==> src/rtl/pipe_pkg.sv <==
// pipe_pkg: shared FSM states and memory-control bit positions for the EX/MEM skid stage.
package pipe_pkg;
  typedef enum logic [1:0] {EMPTY = 2'd0, ONE = 2'd1, FULL = 2'd2} state_t;
  localparam int M_MEMREAD = 0;
  localparam int M_MEMWRITE = 1;
endpackage

==> src/rtl/pipe_entry_reg.sv <==
// pipe_entry_reg: payload register plus valid flag with load, clear and reset.
module pipe_entry_reg #(
  parameter int W = 8
) (
  input  logic         clk_i,
  input  logic         rst_i,
  input  logic         clr_i,
  input  logic         ld_i,
  input  logic [W-1:0] d_i,
  output logic [W-1:0] q_o,
  output logic         v_o
);
  // Clear only drops the valid flag; payload is retained so invalid outputs hold.
  always_ff @(posedge clk_i) begin
    if (rst_i) begin
      q_o <= '0;
      v_o <= 1'b0;
    end else if (clr_i) begin
      v_o <= 1'b0;
    end else if (ld_i) begin
      q_o <= d_i;
      v_o <= 1'b1;
    end
  end
endmodule

==> src/rtl/exmem_skid_stage.sv <==
// exmem_skid_stage: EX/MEM pipeline latch with valid/ready, two-entry skid buffer and flush.
module exmem_skid_stage
  import pipe_pkg::*;
#(
  parameter int WB_W = 2,
  parameter int M_W = 2,
  parameter int DATA_W = 32,
  parameter int ADDR_W = 5
) (
  input  logic              clk_i,
  input  logic              rst_i,
  input  logic              flush_i,
  input  logic              valid_i,
  output logic              ready_o,
  input  logic [WB_W-1:0]   WB_i,
  input  logic [M_W-1:0]    M_i,
  input  logic [DATA_W-1:0] RegData_i,
  input  logic [DATA_W-1:0] MemData_i,
  input  logic [ADDR_W-1:0] RegAddr_i,
  output logic              valid_o,
  input  logic              ready_i,
  output logic [WB_W-1:0]   WB_o,
  output logic [M_W-1:0]    M_o,
  output logic              MemRead_o,
  output logic              MemWrite_o,
  output logic [DATA_W-1:0] RegData_o,
  output logic [DATA_W-1:0] MemData_o,
  output logic [ADDR_W-1:0] RegAddr_o,
  output logic [1:0]        occ_o
);
  typedef struct packed {
    logic [WB_W-1:0]   wb;
    logic [M_W-1:0]    m;
    logic [DATA_W-1:0] regData;
    logic [DATA_W-1:0] memData;
    logic [ADDR_W-1:0] regAddr;
  } payload_t;
  localparam int PW = $bits(payload_t);
  state_t state, nextState;
  payload_t inP, mainP, skidP, mainD;
  logic mainV, skidV, inXfer, outXfer, mainLd, mainClr, skidLd, skidClr, readyQ;
  assign inP = '{wb: WB_i, m: M_i, regData: RegData_i, memData: MemData_i, regAddr: RegAddr_i};
  assign ready_o = readyQ;
  assign valid_o = mainV;
  assign inXfer = valid_i & readyQ;
  assign outXfer = mainV & ready_i;
  // Flush suppresses every load so a same-cycle offer is discarded.
  assign mainLd = !flush_i & ((state == EMPTY & inXfer) | (state == ONE & inXfer & outXfer) |
                              (state == FULL & outXfer & skidV));
  assign mainD = state == FULL ? skidP : inP;
  assign mainClr = flush_i | (state == ONE & outXfer & !inXfer);
  assign skidLd = !flush_i & state == ONE & inXfer & !outXfer;
  assign skidClr = flush_i | (state == FULL & outXfer);
  always_comb begin
    nextState = state;
    if (flush_i) nextState = EMPTY;
    else if (state == EMPTY) nextState = inXfer ? ONE : EMPTY;
    else if (state == ONE) nextState = inXfer && !outXfer ? FULL : (!inXfer && outXfer ? EMPTY : ONE);
    else nextState = outXfer ? ONE : FULL;
  end
  always_ff @(posedge clk_i) begin
    if (rst_i) begin
      state <= EMPTY;
      readyQ <= 1'b1;
    end else begin
      state <= nextState;
      readyQ <= nextState != FULL;
    end
  end
  pipe_entry_reg #(.W(PW)) mainReg (
    .clk_i(clk_i), .rst_i(rst_i), .clr_i(mainClr), .ld_i(mainLd),
    .d_i(mainD), .q_o(mainP), .v_o(mainV)
  );
  pipe_entry_reg #(.W(PW)) skidReg (
    .clk_i(clk_i), .rst_i(rst_i), .clr_i(skidClr), .ld_i(skidLd),
    .d_i(inP), .q_o(skidP), .v_o(skidV)
  );
  // Control fields are gated so bubbles can never read or write memory.
  assign WB_o = mainV ? mainP.wb : '0;
  assign M_o = mainV ? mainP.m : '0;
  assign MemRead_o = M_o[M_MEMREAD];
  assign MemWrite_o = M_o[M_MEMWRITE];
  assign RegData_o = mainP.regData;
  assign MemData_o = mainP.memData;
  assign RegAddr_o = mainP.regAddr;
  assign occ_o = state;
endmodule

==> config.mk <==
export PLATFORM = sky130hd
export DESIGN_NAME = exmem_skid_stage
export DESIGN_NICKNAME = d
export VERILOG_FILES = /design/src/rtl/pipe_pkg.sv /design/src/rtl/pipe_entry_reg.sv /design/src/rtl/exmem_skid_stage.sv
export SDC_FILE = /design/constraint.sdc
export NUM_CORES = 1
export LEC_CHECK = 0
export CAP_MARGIN = 40
export CORE_MARGIN = 3
export CORE_UTILIZATION = 30
export CTS_CLUSTER_SIZE = 12
export DETAILED_ROUTE_END_ITERATION = 12
export PLACE_DENSITY = 0.62
export SKIP_CTS_REPAIR_TIMING = 1
export SYNTH_ARGS = -nofsm -noshare
export SYNTH_HDL_FRONTEND = slang
export SYNTH_SLANG_ARGS = --single-unit
==> constraint.sdc <==
create_clock -name clk_i -period 2.9 [get_ports clk_i]
set_clock_uncertainty 0.2 [all_clocks]
set_input_delay 0.87 -clock clk_i [delete_from_list [all_inputs] [get_ports clk_i]]
set_output_delay 0.87 -clock clk_i [all_outputs]
set_load 0.02 [all_outputs]
==> metrics.md, run 1 <==
| Metric | Value |
|---|---|
| Hold crit path type | `flip-flop to flip-flop` |
| Min-Delay Endpoint | `skidReg.q_o[50]$_SDFFE_PP0P_` |
| Core region area | `23800 sq um` |
| Synth Area per Inst | `8.22 sq um` |
| Pin count of the biggest net entering global routing | `74` |
| P per Cell Area | `550 nW/um^2` |
| Hold_sp | `skidReg.q_o[50]$_SDFFE_PP0P_` |
| Worst path cell trace | `and2_1 > clkdlybuf4s50_1` |
| Vias per inst | `4.49` |
| Register-to-register setup slack | `720 ps` |
| Clk buf depth | `2` |
| Initial antenna violation count | `0` |
| Dpl cells | `1262` |
| Crit path kind | `flip-flop to primary output` |
| Post-synthesis sequential area ratio | `40.9%` |
| Status | `finished clean` |
| Rows | `56` |
| Worst-margin pin slew | `431 ps` |
| WL/cell | `13.9 microns` |
| Slew Viols, Final | `0` |
| Number of routed nets with antenna violations | `0` |
| Cell count after synthesis | `900` |
| Crit path capture type | `primary output` |
| Fmax | `363 MHz` |
| CP Launch Type | `flip-flop` |
| Vias in the first global route | `5608` |
| Max-cap violations | `0` |
| Largest family of logic cells by synthesized area | `simple AND/OR/NAND/NOR gates` |
| Pre-Repair DR Iteration Count | `4` |
| Worst path arrival time | `1680 ps` |
| Yosys reg bits | `151` |
| Post-layout min period | `2750 ps` |
| Clk root buf | `clkbuf_16` |
| Ys Warns | `0` |
| Fin crit share | `94.9%` |
| Die Y | `163 microns` |
| Setup TNS | `0 ps` |
| Cell family with most CP delay | `buffers and inverters` |
| Post-Synth Simple-Gate Area | `22.5%` |
| Share of layout cells above drive strength 1 | `13.7%` |
| Die area | `26600 sq um` |
| Reg2Reg Depth | `5` |
| Hold depth | `2` |
| Area of the mapped netlist | `7400 sq um` |
| # port buffers | `156` |
| RSZ-0062 raised after global routing | `false` |
| Pleak | `3.70 nW` |
| Final Hold Fails | `0` |
| Total track usage | `13.6%` |
| Grt total ovfl | `0` |
| Syn nets | `978` |
| DRC viols | `0` |
| Max_slew headroom | `71.2%` |
| WP buf/inv | `1` |
| I/O pin total | `157` |
| Clk slew on worst S/H paths | `70 ps` |
| Slowest CP cell | `clkdlybuf4s50_1` |
| DR vias | `5804` |
| R2R Path Start | `mainReg.v_o$_SDFFE_PP0P_` |
| GPL Wtd Cong | `0.730` |
| CP max stage delay | `620 ps` |
| Layout Cells excl Fill | `1293` |
| Worst EP required | `1830 ps` |
| Reg2reg end | `mainReg.q_o[39]$_SDFFE_PP0P_` |
| Layout Area Growth over Synthesis | `28.1%` |
| Post-Synth XOR/XNOR Area | `0%` |
| H-tree depth | `4` |
| Final setup vio count | `0` |
| Distinct cells, synth | `27` |
| Peak VDD IR | `326 uV` |
| Synth Area in Compound Gates | `10.7%` |
| # diodes | `0` |
| Detailed placement HPWL | `11400 microns` |
| Clk sinks | `151` |
| CTS tree | `built` |
| First-pass GRT wire length | `29200 microns` |
| Nets | `1040` |
| Worst-path fanout max | `8` |
| Post-synthesis mux area share | `14.7%` |
| Final WL | `18000 microns` |
| TritonCTS buffer count | `17` |
| Initial Utilization | `31.1%` |
| Chip width | `163 microns` |
| Adder-Cell Fraction of Synth Area | `0%` |
| Iter 0 DRT Violations | `393` |
| Worst skew pair latency | `410 ps` |
[Yosys cell counts]
master    number  area [sq um]
nor2_1         3          11.3
a211o_1        1          8.76
buf_1         12          45.0
a211oi_1       1          7.51
a221o_1        1          10.0
buf_6          7          78.8
nor4_1         1          6.26
nor2b_1       74           463
nand2b_1       2          12.5
buf_2          1          5.00
or4_1          1          7.51
inv_1          2          7.51
and2_1         6          37.5
buf_4         72           541
o21ai_0        1          5.00
o21bai_1       1          7.51
clkbuf_1      43           161
or2_2          1          6.26
or3_1          1          6.26
mux2_2         3          33.8
dfxtp_1      151          3020
and3_1         1          6.26
mux2_4        70          1050
a21oi_1      148           741
nand3_1        1          5.00
nand2_1      294          1100
a221oi_1       1          8.76
[layout by cell type, fill, tap and decap left out, types with 6 or more instances in the layout]
master / n
mux2_4: 70
dfxtp_1: 150
clkdlybuf4s50_1: 155
nor2b_1: 73
a21oi_1: 148
buf_12: 10
buf_4: 12
nand2_1: 294
and2_1: 6
clkbuf_16: 17
[cells by family after synthesis]
group / count (synthesis)
muxes: 73
and+or+nand+nor: 385
DFF: 151
buffers and inverters: 137
AOI/OAI and AO/OA: 154
[report_power, final]
group / switching (mW) / internal [mW]
sequential: 0.0402 / 2.14
combinational: 0.297 / 0.356
clock: 0.919 / 1.45
total: 1.26 / 3.95
[state kept, by name, indices dropped and copies added, names as in the netlist]
| signal | count |
|---|---|
| mainReg.q_o | 73 |
| skidReg.q_o | 73 |
| occ_o | 2 |
| mainReg.v_o | 1 |
| ready_o | 1 |
| skidReg.v_o | 1 |
[worst reg2reg max path: stages (launching register included)]
cell,delay [ps]
dfxtp_2,430
nand2_1,110
a211o_1,340
a221o_4,440
buf_12,200
mux2_4,350
[per-stage QoR]
stage | power [mW] | utilization [%] | cell area (sq um) | worst slack [ps] | hold slack [ps]
5_1_grt | 5.44 | 39.8 | 9480 | 85.0 | 272
3_5_place_dp | 2.89 | 37.1 | 8850 | -183 | 247
3_3_place_gp | 2.88 | 37.1 | 8830 | -176 | 242
2_1_floorplan | 2.65 | - | 7400 | 387 | 237
6_report | 5.21 | 39.8 | 9480 | 147 | 253
4_1_cts | 5.29 | 39.8 | 9470 | -8.16 | 255
[layout make-up]
type | instances | area (sq um)
flip-flops and latches | 151 | 3020
repair buffers | 178 | 1850
fillers | 2425 | 14300
multi-input cells | 612 | 3570
clock inverters | 13 | 195
inverters | 2 | 7.51
clock buffers | 18 | 429
well taps | 319 | 399
[how the worst max path moves through the flow]
| stage | startpoint | cells past startpoint | end |
|---|---|---|---|
| 5_1_grt | mainReg.v_o$_SDFFE_PP0P_ | 2 | MemWrite_o |
| 6_report | mainReg.v_o$_SDFFE_PP0P_ | 2 | MemWrite_o |
| 4_1_cts | mainReg.v_o$_SDFFE_PP0P_ | 2 | MemWrite_o |
| 2_1_floorplan | valid_i | 6 | mainReg.q_o[0]$_SDFFE_PP0P_ |
| 3_3_place_gp | ready_i | 6 | mainReg.q_o[38]$_SDFFE_PP0P_ |
| 3_5_place_dp | ready_i | 6 | mainReg.q_o[43]$_SDFFE_PP0P_ |
[per-layer routing]
metal	up-vias	track usage [%]	routed length (microns)
met4	0	3.96	204
met2	140	21.9	8390
li1	2957	-	-
met1	2694	18.0	8430
met3	13	3.63	991
met5	-	0	0
(Power assumes the default switching activity.)
==> inputs of run 2 (changes only) <==
CORE_UTILIZATION = 51   (was 30)
PLACE_DENSITY = 0.9   (was 0.62)
==> metrics.md, run 2 (same netlist as run 1, synthesis figures left out) <==
| Metric | Value |
|---|---|
| CP max stage delay | `610 ps (was 620 ps)` |
| Most common cell after layout, fill and taps aside | `nand2_1 (unchanged)` |
| WL/cell | `14.5 microns (was 13.9 microns)` |
| Die Y | `126 microns (was 163 microns)` |
| Final cell utilization of the core | `66.5% (was 39.8%)` |
| Final Hold Fails | `0 (unchanged)` |
| Layout Cells excl Fill | `1154 (was 1293)` |
| DRC viols | `0 (unchanged)` |
| Slowest CP cell | `clkdlybuf4s50_1 (unchanged)` |
| Worst slack, placed | `-172 ps (was -183 ps)` |
| Grt total ovfl | `0 (unchanged)` |
| Worst skew pair latency | `410 ps (about the same)` |
| Initial antenna violation count | `0 (unchanged)` |
| Clk buf depth | `2 (unchanged)` |
| Crit path kind | `flip-flop to primary output (unchanged)` |
| Max-cap violations | `0 (unchanged)` |
| Fmax | `364 MHz (was 363 MHz)` |
| Hold crit path type | `flip-flop to flip-flop (unchanged)` |
| GPL Wtd Cong | `0.796 (was 0.730)` |
| Max_slew headroom | `44.5% (was 71.2%)` |
| Setup TNS | `0 ps (unchanged)` |
| Clk sinks | `151 (unchanged)` |
| Rows | `43 (was 56)` |
| CTS tree | `built (unchanged)` |
| Cell family with most CP delay | `buffers and inverters (unchanged)` |
| Chip width | `126 microns (was 163 microns)` |
| Final setup vio count | `0 (unchanged)` |
| H-tree depth | `4 (unchanged)` |
| Pin count of the biggest net entering global routing | `75 (was 74)` |
| Dpl cells | `1123 (was 1262)` |
| Iter 0 DRT Violations | `533 (was 393)` |
| DR vias | `5933 (was 5804)` |
| Pre-Repair DR Iteration Count | `5 (was 4)` |
| I/O pin total | `157 (unchanged)` |
| Detailed placement HPWL | `11000 microns (was 11400 microns)` |
| Post-layout min period | `2740 ps (was 2750 ps)` |
| Final Power | `5.28 mW (was 5.21 mW)` |
| Crit path capture type | `primary output (unchanged)` |
| P per Cell Area | `565 nW/um^2 (was 550 nW/um^2)` |
| Fin crit share | `94.6% (was 94.9%)` |
| Pleak | `3.73 nW (was 3.70 nW)` |
| Status | `finished clean (unchanged)` |
| Share of layout cells above drive strength 1 | `13.4% (was 13.7%)` |
| Worst-path fanout max | `8 (unchanged)` |
| Nets | `1040 (unchanged)` |
| Total track usage | `20.8% (was 13.6%)` |
| Clk slew on worst S/H paths | `60 ps (was 70 ps)` |
| Vias in the first global route | `5710 (was 5608)` |
| Clk root buf | `clkbuf_16 (unchanged)` |
| Most frequent cells in the layout | `nand2_1 (294), clkdlybuf4s50_1 (155), dfxtp_1 (151) (was nand2_1 (294), clkdlybuf4s50_1 (155), dfxtp_1 (150))` |
| # diodes | `0 (unchanged)` |
| Slew Viols, Final | `0 (unchanged)` |
| Die area | `16000 sq um (was 26600 sq um)` |
| WP buf/inv | `1 (unchanged)` |
| Worst EP required | `1830 ps (about the same)` |
| TritonCTS buffer count | `17 (unchanged)` |
| Layout Area Growth over Synthesis | `26.3% (was 28.1%)` |
| Worst setup margin | `156 ps (was 147 ps)` |
| Worst path arrival time | `1670 ps (was 1680 ps)` |
| Number of routed nets with antenna violations | `0 (unchanged)` |
| CP Launch Type | `flip-flop (unchanged)` |
| Worst path cell trace | `and2_1 > clkdlybuf4s50_1 (unchanged)` |
| Worst-margin pin slew | `833 ps (was 431 ps)` |
| Final WL | `16700 microns (was 18000 microns)` |
| Vias per inst | `5.14 (was 4.49)` |
| RSZ-0062 raised after global routing | `false (unchanged)` |
| First-pass GRT wire length | `27600 microns (was 29200 microns)` |
| Core region area | `14000 sq um (was 23800 sq um)` |
| Peak VDD IR | `308 uV (was 326 uV)` |
| Initial Utilization | `52.7% (was 31.1%)` |
| # port buffers | `156 (unchanged)` |
run 2: changes by cell type in the layout (fill, tap and decap cells not counted), sizes merged:
| cell | change |
|---|---|
| clkinvlp | -2 |
| inv | -4 |
| clkbuf | +5 |
| bufinv | +1 |
run 2: per-stage QoR:
stage               hold WS (ps)  cell area [sq um]
floorplan                    237               7400
detailed placement           247               8690
CTS                          255               9340
global placement             241               8690
finish                       253               9340
global route                 270               9340
run 2: path summary, 6_finish.rpt:
path                                              startpoint                            to  slack [ps]  depth (start not counted)
worst max-delay path                mainReg.v_o$_SDFFE_PP0P_                    MemWrite_o         160                          2
worst min-delay path            skidReg.q_o[62]$_SDFFE_PP0P_  skidReg.q_o[62]$_SDFFE_PP0P_         250                          2
worst max register to register      mainReg.v_o$_SDFFE_PP0P_  mainReg.q_o[17]$_SDFFE_PP0P_         690                          5
worst min register to register  skidReg.q_o[62]$_SDFFE_PP0P_  skidReg.q_o[62]$_SDFFE_PP0P_         250                          2
run 2: worst reg2reg max path, delay by kind of cell (launching register included):
family	cells	cell delay (ps)
flops	1	460
compound gates	2	780
mux	1	340
buf+inv	1	190
simple gates	1	140
run 2: report_power, final:
part           leakage, nW  internal (mW)  switching [mW]
registers             1.23           2.15          0.0397
logic                 2.18          0.357           0.293
clock network        0.319           1.61           0.834
run 2: area by class of cell:
type                       instances  area, sq um
clock buffer                      23          488
clock inverter                     8          168
fill                            1110         4700
inverter                           2         7.51
multi-input combinational        612         3570
sequential                       151         3020
tap                              180          225
timing repair buffer             178         1870
run 2: per-layer routing:
layer,GRT usage [%],wire (microns)
met2,34.8,8220
met1,26.5,7320
met5,0,0
met4,6.69,281
met3,5.26,917
==> inputs of run 3 (changes only) <==
CORE_UTILIZATION = 54   (was 51)
PLACE_DENSITY = 0.92   (was 0.9)
SYNTH_HIERARCHICAL = 1   (was unset)
==> metrics.md, run 3 <==
| Metric | Value |
|---|---|
| RSZ-0062 raised after global routing | `false (unchanged)` |
| Nets | `1118 (was 1040)` |
| Area of the mapped netlist | `8720 sq um (was 7400 sq um)` |
| Vias in the first global route | `7052 (was 5710)` |
| Yosys reg bits | `151 (unchanged)` |
| Crit. Startpoint | `mainReg/v_o$_SDFFE_PP0P_ (was mainReg.v_o$_SDFFE_PP0P_)` |
| Final WL | `21200 microns (was 16700 microns)` |
| EDFF count, synth | `0 (unchanged)` |
| Distinct cells, synth | `28 (was 27)` |
| Cell count after synthesis | `938 (was 900)` |
| Die area | `17700 sq um (was 16000 sq um)` |
| Ys Warns | `6 (was 0)` |
| Post-synthesis sequential area ratio | `34.7% (was 40.9%)` |
| Fmax | `356 MHz (was 364 MHz)` |
| Fin crit share | `96.8% (was 94.6%)` |
| Core region area | `15500 sq um (was 14000 sq um)` |
| Reg2Reg Depth | `6 (was 5)` |
| H-tree depth | `4 (unchanged)` |
| Crit path kind | `flip-flop to primary output (unchanged)` |
| Grt total ovfl | `0 (unchanged)` |
| Area contributors post-synth | `dfxtp_1 (35%), nand4bb_1 (19%), o21ai_2 (14%) (was dfxtp_1 (41%), nand2_1 (15%), mux2_4 (14%))` |
| Prevailing post-synth register cell | `dfxtp_1 (unchanged)` |
| Detailed placement HPWL | `12600 microns (was 11000 microns)` |
| R2R Path Start | `occ_o[1]$_SDFF_PP0_ (was mainReg.v_o$_SDFFE_PP0P_)` |
| Die Y | `133 microns (was 126 microns)` |
| I/O pin total | `157 (unchanged)` |
| Post-synth top area share | `34.7% (was 40.9%)` |
| Hold WS | `268 ps (was 253 ps)` |
| Max-cap violations | `0 (unchanged)` |
| Design area | `10600 sq um (was 9340 sq um)` |
| Status | `finished clean (unchanged)` |
| Layout Area Growth over Synthesis | `21.1% (was 26.3%)` |
| Hold depth | `2 (unchanged)` |
| Reg2reg end | `skidReg/q_o[40]$_SDFFE_PP0P_ (was mainReg.q_o[17]$_SDFFE_PP0P_)` |
| P per Cell Area | `464 nW/um^2 (was 565 nW/um^2)` |
| GPL Wtd Cong | `0.750 (was 0.796)` |
| Worst setup margin | `91.6 ps (was 156 ps)` |
| Share of layout cells above drive strength 1 | `19.4% (was 13.4%)` |
| Count leader, synth | `nand2_1 (unchanged)` |
| Final Hold Fails | `0 (unchanged)` |
| Initial Utilization | `56.3% (was 52.7%)` |
| Synth Area per Inst | `9.30 sq um (was 8.22 sq um)` |
| Worst skew pair latency | `420 ps (was 410 ps)` |
| Total track usage | `23.8% (was 20.8%)` |
| Max_slew headroom | `57.8% (was 44.5%)` |
| Crit path capture type | `primary output (unchanged)` |
| Syn nets | `1016 (was 978)` |
| Clk root buf | `clkbuf_16 (unchanged)` |
| Worst EP required | `1830 ps (about the same)` |
| TritonCTS buffer count | `17 (unchanged)` |
| Slew Viols, Final | `0 (unchanged)` |
| DR vias | `7045 (was 5933)` |
| Vias per inst | `5.58 (was 5.14)` |
| Most frequent cells in the layout | `nand2_1 (222), clkdlybuf4s50_1 (155), dfxtp_1 (150) (was nand2_1 (294), clkdlybuf4s50_1 (155), dfxtp_1 (151))` |
| Top cell type by total area after synthesis | `dfxtp_1 (unchanged)` |
| Pre-Repair DR Iteration Count | `5 (unchanged)` |
| CTS tree | `built (unchanged)` |
| Final setup vio count | `0 (unchanged)` |
| Initial antenna violation count | `0 (unchanged)` |
| Min-Delay Endpoint | `skidReg/q_o[70]$_SDFFE_PP0P_ (was skidReg.q_o[62]$_SDFFE_PP0P_)` |
| Clk slew on worst S/H paths | `60 ps (about the same)` |
| Clk sinks | `151 (unchanged)` |
| Worst-path fanout max | `8 (unchanged)` |
| Iter 0 DRT Violations | `653 (was 533)` |
| Hold_sp | `skidReg/q_o[70]$_SDFFE_PP0P_ (was skidReg.q_o[62]$_SDFFE_PP0P_)` |
| Peak VDD IR | `408 uV (was 308 uV)` |
| Register-to-register setup slack | `480 ps (was 690 ps)` |
| Worst slack, placed | `-8.14 ps (was -172 ps)` |
| Post-layout min period | `2810 ps (was 2740 ps)` |
| Rows | `45 (was 43)` |
| Dpl cells | `1232 (was 1123)` |
| Chip width | `133 microns (was 126 microns)` |
| CP Launch Type | `flip-flop (unchanged)` |
| # port buffers | `156 (unchanged)` |
| Most common cell after layout, fill and taps aside | `nand2_1 (unchanged)` |
| First-pass GRT wire length | `35200 microns (was 27600 microns)` |
| Pleak | `3.88 nW (was 3.73 nW)` |
| Pin count of the biggest net entering global routing | `117 (was 75)` |
| DRC viols | `0 (unchanged)` |
| List of most frequent post-synthesis cells | `nand2_1 (222), dfxtp_1 (151), nand2b_1 (147), nand4bb_1 (146), o21ai_2 (140) (was nand2_1 (294), dfxtp_1 (151), a21oi_1 (148), nor2b_1 (74), buf_4 (72))` |
| Clk buf depth | `2 (unchanged)` |
| Layout Cells excl Fill | `1263 (was 1154)` |
| Worst path arrival time | `1740 ps (was 1670 ps)` |
| Number of routed nets with antenna violations | `0 (unchanged)` |
| Placed Area | `10000 sq um (was 8690 sq um)` |
| Worst-margin pin slew | `634 ps (was 833 ps)` |
| Hold crit path type | `flip-flop to flip-flop (unchanged)` |
| Async set or reset register ratio after synthesis | `0% (unchanged)` |
| WL/cell | `16.8 microns (was 14.5 microns)` |
| # diodes | `0 (unchanged)` |
==> run 3: changes by cell type after synthesis, moves of 12 or more <==
cell       change
nor2b_1       -74
nand2_1       -72
a21oi_1      -146
nand4bb_1    +146
buf_1         -12
buf_4         -68
buf_6         +13
o21ai_2      +140
clkbuf_1      -35
nand2b_1     +145
buf_12        +16
mux2_4        -70
buf_2         +47
==> run 3: power by group <==
part           switching (mW)  internal (mW)
clock                   0.852           1.27
sequential             0.0277           2.12
combinational           0.300          0.328
total                    1.18           3.72
==> run 3: through the flow <==
stage / utilization, % / power [mW] / TNS [ps]
2_1_floorplan: - / 2.58 / 0
3_3_place_gp: 64.6 / 2.81 / 0
3_5_place_dp: 64.6 / 2.81 / -28.3
4_1_cts: 68.2 / 4.92 / -28.8
5_1_grt: 68.2 / 5.06 / 0
6_report: 68.2 / 4.90 / 0
==> run 3: worst max path at each step <==
stage	cells past startpoint	end	slack (ps)
after floorplan	7	mainReg/q_o[0]$_SDFFE_PP0P_	630
after CTS	2	M_o[1]	-30
after detailed placement	7	mainReg/q_o[36]$_SDFFE_PP0P_	-8
after global placement	7	mainReg/q_o[37]$_SDFFE_PP0P_	50
after global routing	2	M_o[1]	50
final	2	M_o[1]	90
==> run 3: area by class of cell <==
class / instances / area, sq um
Sequential cell: 151 / 3020
Multi-Input combinational cell: 689 / 4860
Timing Repair Buffer: 181 / 1850
Clock buffer: 21 / 450
Tap cell: 211 / 264
Clock inverter: 10 / 105
Fill cell: 1179 / 4920
==> run 3: kinds of logic after synthesis <==
group	synth area share, %
compound gates	14.9
buf+inv	9.81
flops	34.7
simple gates	40.6
==> run 3: metal layers <==
metal | track usage [%] | routed length [microns]
met1 | 31.7 | 9290
met3 | 6.08 | 1480
met5 | 0 | 0
met4 | 8.46 | 457
met2 | 37.6 | 9980
==> run 3: critical path, cell delays in order, from the launching register on <==
cell and delay, ps:
dfxtp_2 420, and2_1 240, clkdlybuf4s50_1 660
